### src/rtl/logs_sum_pipe.sv
// logs_sum_pipe: registered binary adder tree, one tree level per clock stage, valid/ready with full-pipeline stall.
// Define LOGS_SUM_PIPE_SAT_EN to make every adder saturate at 2^NBITS-1 instead of wrapping.
module logs_sum_pipe #(
    parameter int NBITS    = 3,
    parameter int NADDENDS = 6
) (
    input  logic                      clk,
    input  logic                      rst,
    input  logic [NADDENDS*NBITS-1:0] in_addends,
    input  logic                      in_valid,
    output logic                      in_ready,
    output logic [NBITS-1:0]          out_sum,
    output logic                      out_valid,
    input  logic                      out_ready
);
    localparam int LEVELS = (NADDENDS == 1) ? 1 : $clog2(NADDENDS);

    logic              advance;
    logic [LEVELS-1:0] v_d;
    logic [LEVELS-1:0] v_q;

    function automatic logic [NBITS-1:0] add_pair(input logic [NBITS-1:0] a, input logic [NBITS-1:0] b);
`ifdef LOGS_SUM_PIPE_SAT_EN
        logic [NBITS:0] wide;
        wide = {1'b0, a} + {1'b0, b};
        return wide[NBITS] ? {NBITS{1'b1}} : wide[NBITS-1:0];
`else
        return a + b;
`endif
    endfunction

    assign advance   = !out_valid || out_ready;
    assign in_ready  = advance;
    assign out_valid = v_q[LEVELS-1];

    // Bit i of the valid chain belongs to stage i+1; the whole chain shifts only on advance.
    always_comb begin
        v_d = v_q;
        if (advance) begin
            v_d = LEVELS'({v_q, in_valid});
        end
    end

    always_ff @(posedge clk or posedge rst) begin
        if (rst) begin
            v_q <= '0;
        end else begin
            v_q <= v_d;
        end
    end

    for (genvar k = 1; k <= LEVELS; k++) begin : g_lvl
        localparam int PREV_CNT = (NADDENDS + (1 << (k - 1)) - 1) >> (k - 1);
        localparam int CNT      = (NADDENDS + (1 << k) - 1) >> k;

        logic [PREV_CNT*NBITS-1:0] src;
        logic [CNT*NBITS-1:0]      part_d;
        logic [CNT*NBITS-1:0]      part_q;

        if (k == 1) begin : g_src_in
            assign src = in_addends;
        end else begin : g_src_prev
            assign src = g_lvl[k-1].part_q;
        end

        // An unpaired last partial is added to zero, which passes it through in both arithmetic modes.
        always_comb begin
            int idx_b;
            idx_b  = 0;
            part_d = part_q;
            if (advance) begin
                for (int j = 0; j < CNT; j++) begin
                    idx_b = (2 * j + 1 < PREV_CNT) ? 2 * j + 1 : 2 * j;
                    part_d[j*NBITS +: NBITS] = add_pair(src[2*j*NBITS +: NBITS],
                        (2 * j + 1 < PREV_CNT) ? src[idx_b*NBITS +: NBITS] : {NBITS{1'b0}});
                end
            end
        end

        always_ff @(posedge clk or posedge rst) begin
            if (rst) begin
                part_q <= '0;
            end else begin
                part_q <= part_d;
            end
        end
    end

    assign out_sum = g_lvl[LEVELS].part_q;

endmodule
### config.mk
export PLATFORM = sky130hd
export DESIGN_NAME = logs_sum_pipe
export DESIGN_NICKNAME = d
export VERILOG_FILES = /design/src/rtl/logs_sum_pipe.sv
export SDC_FILE = /design/constraint.sdc
export NUM_CORES = 1
export LEC_CHECK = 0
export CORE_ASPECT_RATIO = 0.75
export CORE_UTILIZATION = 38
export DETAILED_ROUTE_END_ITERATION = 8
export SLEW_MARGIN = 0
export SYNTH_ARGS = -nofsm -noshare
export SYNTH_HDL_FRONTEND = slang
export SYNTH_SLANG_ARGS = --single-unit
### constraint.sdc
create_clock -name clk -period 1.6 [get_ports clk]
set_input_delay 0.32 -clock clk [delete_from_list [all_inputs] [get_ports clk]]
set_output_delay 0.32 -clock clk [all_outputs]
set_load 0.01 [all_outputs]
==> metrics.json <==
{
  "run_status": {
    "status": "completed"
  },
  "setup_path": {
    "timing.critical_path.buf_inv": 1,
    "family_with_the_most_delay_on_the_worst_path": "buffers and inverters",
    "path_class": "reg2out",
    "critPathMaxStageDelay_ps": 550,
    "data_required_time_at_the_worst_endpoint_ps": 1280,
    "arrival_ps": 1220,
    "crit_path_start_kind": "flop",
    "crit_path_cell_trace": "clkdlybuf4s50_1",
    "setup.worst_path.end_class": "primary output",
    "critical_path_maximum_fanout": 3,
    "crit_slowest_cell": "clkdlybuf4s50_1"
  },
  "synthesis": {
    "synth.yosys.seq_area_share_pct": 46.0,
    "yosys.area_share.adder_pct": 14.2,
    "basic_gate_share_of_the_synthesized_area_counting_and_or_nand_and_nor_cells_pct": 3.07,
    "syn-mean-instance-area_um2": 14.6,
    "mappedNetlistArea_um2": 1140,
    "synthesis.instances": 78,
    "muxShareOfSynthArea_pct": 18.7,
    "postSynthRegisterBits": 21,
    "syn_warnings": 0,
    "netlist-cell-type-count": 13,
    "synth.net_count": 110,
    "synthXorXnorAreaFrac_pct": 9.86,
    "synth-compound-area-share_pct": 0.876,
    "main_combinational_cell_family_by_area_after_synthesis": "multiplexers"
  },
  "timing": {
    "maxSlewViolCount": 0,
    "hold_viol": 0,
    "fin_crit_sh_pct": 96.0,
    "fmax_ghz": 0.651,
    "grt_setup_unrepaired": "false",
    "report.final.setup_viol": 0,
    "period_minus_slack_ps": 1540,
    "slew_headroom_pct": 79.4,
    "clock_skew_ps": 8.97,
    "setup_total_negative_slack_ps": 0,
    "worst_slew_pin_slew_ps": 309
  },
  "place": {
    "post-dp-hpwl_um": 1310,
    "final_replace_weighted_congestion": 0.679,
    "port-buffer-count": 26,
    "placed_area_um2": 1450,
    "place_inst": 141
  },
  "worst_hold_path": {
    "min-delay-path-class": "in2async"
  },
  "floorplanning": {
    "die-area_um2": 3230,
    "die_width_um": 65.3,
    "floorplan.initialDensity_pct": 42.0,
    "design.core.area_um2": 2720,
    "rows": 16,
    "io_pins": 27,
    "fp.dieH_um": 49.5
  },
  "finish": {
    "nFillCells": 232,
    "layout_commonest_cell": "dfrtp_1",
    "final-instance-count-excl-fill": 146,
    "final_core_util_pct": 56.0,
    "area_growth_pct": 33.5,
    "final_stage_net_count": 143,
    "post-route-cell-area_um2": 1530,
    "post_route_cells_drive_above_1_share_pct": 30.0,
    "most-common-layout-cells": "dfrtp_1, clkdlybuf4s50_1, inv_1",
    "antennaDiodeCount": 0
  },
  "grt": {
    "grt_use_total_pct": 12.8,
    "first_global_vias": 638,
    "grt_use_met2_pct": 19.4,
    "antenna_violations_before_repair": 0,
    "grt_first_pass_wirelength_um": 3020,
    "grt.met1_usage_pct": 17.2,
    "grt_most_used_layer": "met2",
    "grt_remaining_overflow": 0,
    "grt_use_met3_pct": 4.86,
    "grt_start_max_net_pins": 22
  },
  "power_and_ir_drop": {
    "power_frac_seq_pct": 40.9,
    "comb_power_share_pct": 41.7,
    "p_total_mw": 2.03,
    "pwr-share-clk_pct": 17.3,
    "cellPowerDensity_nw_per_um2": 1330,
    "total_net_switching_power_mw": 0.569,
    "cell_internal_pwr_mw": 1.46,
    "leakage_nw": 0.753,
    "ir_worst_vdd_mv": 0.851,
    "power_switching_share_pct": 28.0
  },
  "clock_network": {
    "ctsRootBufferMaster": "clkbuf_8",
    "clk_latency_ps": 260,
    "cts_sinks": 21,
    "cts_buffers": 3,
    "cts_tree": "yes",
    "htree_num_levels": 1,
    "postCtsHoldBufs": 0,
    "clock_edge_transition_at_the_registers_on_the_reported_setup_and_hold_paths_ps": 80,
    "cts_buffer_depth": 2
  },
  "route": {
    "drt-vias-per-instance": 4.41,
    "wirelength_per_cell_um": 12.0,
    "drt_first_iter_violations": 1,
    "detail_route.first_pass.iterations": 2,
    "vias": 644,
    "detail_route.drc_violations": 0,
    "totalWireLength_um": 1750,
    "antenna_violating_nets_post_route": 0
  },
  "flow_run": {
    "max_cap_violations": 0
  }
}
## routing by layer
layer	share of wire (%)	wire [um]
met1	49	856
met2	46	813
met3	4.1	72
met4	0.63	11
met5	0	0
## Yosys cell counts
| library cell | instances | area [um^2] |
|---|---|---|
| xnor3_1 | 5 | 113 |
| nand2b_1 | 1 | 6.26 |
| fa_1 | 5 | 100 |
| ha_1 | 5 | 62.6 |
| inv_1 | 16 | 60.1 |
| nand2b_4 | 1 | 13.8 |
| dfrtp_1 | 21 | 526 |
| buf_6 | 2 | 22.5 |
| a21oi_1 | 2 | 10.0 |
| mux2_2 | 11 | 124 |
| nor3b_1 | 2 | 15.0 |
| mux2i_1 | 3 | 30.0 |
| mux2_4 | 4 | 60.1 |
## logic make-up (layout without fill, tap and decap cells)
family / count (synthesis) / after routing
AND/OR/NAND/NOR: 4 / 4
flip-flops: 21 / 21
multiplexers: 18 / 18
XOR/XNOR: 5 / 5
AO/OA/AOI/OAI: 2 / 2
buffers and inverters: 18 / 50
adder cells (fa/ha/maj): 10 / 10
## per-stage QoR
step / setup WS, ps / hold WS (ps)
floorplan: 201 / 297
finish: 63.6 / 378
detailed placement: -337 / 491
global route: 23.2 / 400
CTS: 19.3 / 385
global placement: -311 / 483
## timing repair
| item | 4_1_cts | 5_1_grt |
|---|---|---|
| setup buffers | 0 | 1 |
| setup endpoints to repair | 4 | 2 |
| pin swaps | 4 | 2 |
| gates resized for setup | 13 | 5 |
## path summary, 6_finish.rpt
kind | from | end | slack [ps] | cells past startpoint
worst max-delay path | v_q[2]$_DFFE_PP0P_ | out_valid | 60 | 1
worst min-delay path | rst | v_q[1]$_DFFE_PP0P_ | 380 | 3
worst max register to register | g_lvl[2].part_q[0]$_DFFE_PP0P_ | out_sum[2]$_DFFE_PP0P_ | 80 | 5
worst min register to register | v_q[0]$_DFFE_PP0P_ | v_q[0]$_DFFE_PP0P_ | 510 | 1
max in group asynchronous | rst | g_lvl[1].part_q[7]$_DFFE_PP0P_ | 1000 | 3
min in group clk | in_addends[12] | g_lvl[1].part_q[6]$_DFFE_PP0P_ | 440 | 3
## power by group through the flow
| stage | combinational (mW) | sequential [mW] | clock, mW |
|---|---|---|---|
| after floorplan | 0.576 | 0.841 | 0 |
| after global placement | 0.826 | 0.841 | 0 |
| after detailed placement | 0.839 | 0.842 | 0 |
| after CTS | 0.843 | 0.835 | 0.363 |
| after global routing | 0.939 | 0.858 | 0.391 |
| final | 0.847 | 0.831 | 0.352 |
## sequential cells by signal, indices dropped and copies added (netlist names)
signal / cells
g_lvl.part_q: 15
out_sum: 3
v_q: 3
## final cells by class
cell class                      instances  area [um^2]  area share [%]
Clock buffer                            3         41.3            2.71
Tap cell                               36         45.0            2.95
Multi-Input combinational cell         39          557            36.5
Inverter                               16         60.1            3.94
Sequential cell                        21          526            34.5
Clock inverter                          1         7.51           0.492
Timing Repair Buffer                   30          289            18.9
## worst reg2reg max path: cells and delay by family, from the launching register on
| kind | cells | cell delay [ps] |
|---|---|---|
| buffers and inverters | 1 | 50 |
| xor gates and xnor gates | 1 | 200 |
| adders and majority gates | 2 | 540 |
| muxes | 1 | 260 |
| DFF | 1 | 370 |
No activity file was read; power rests on OpenSTA's default activity.
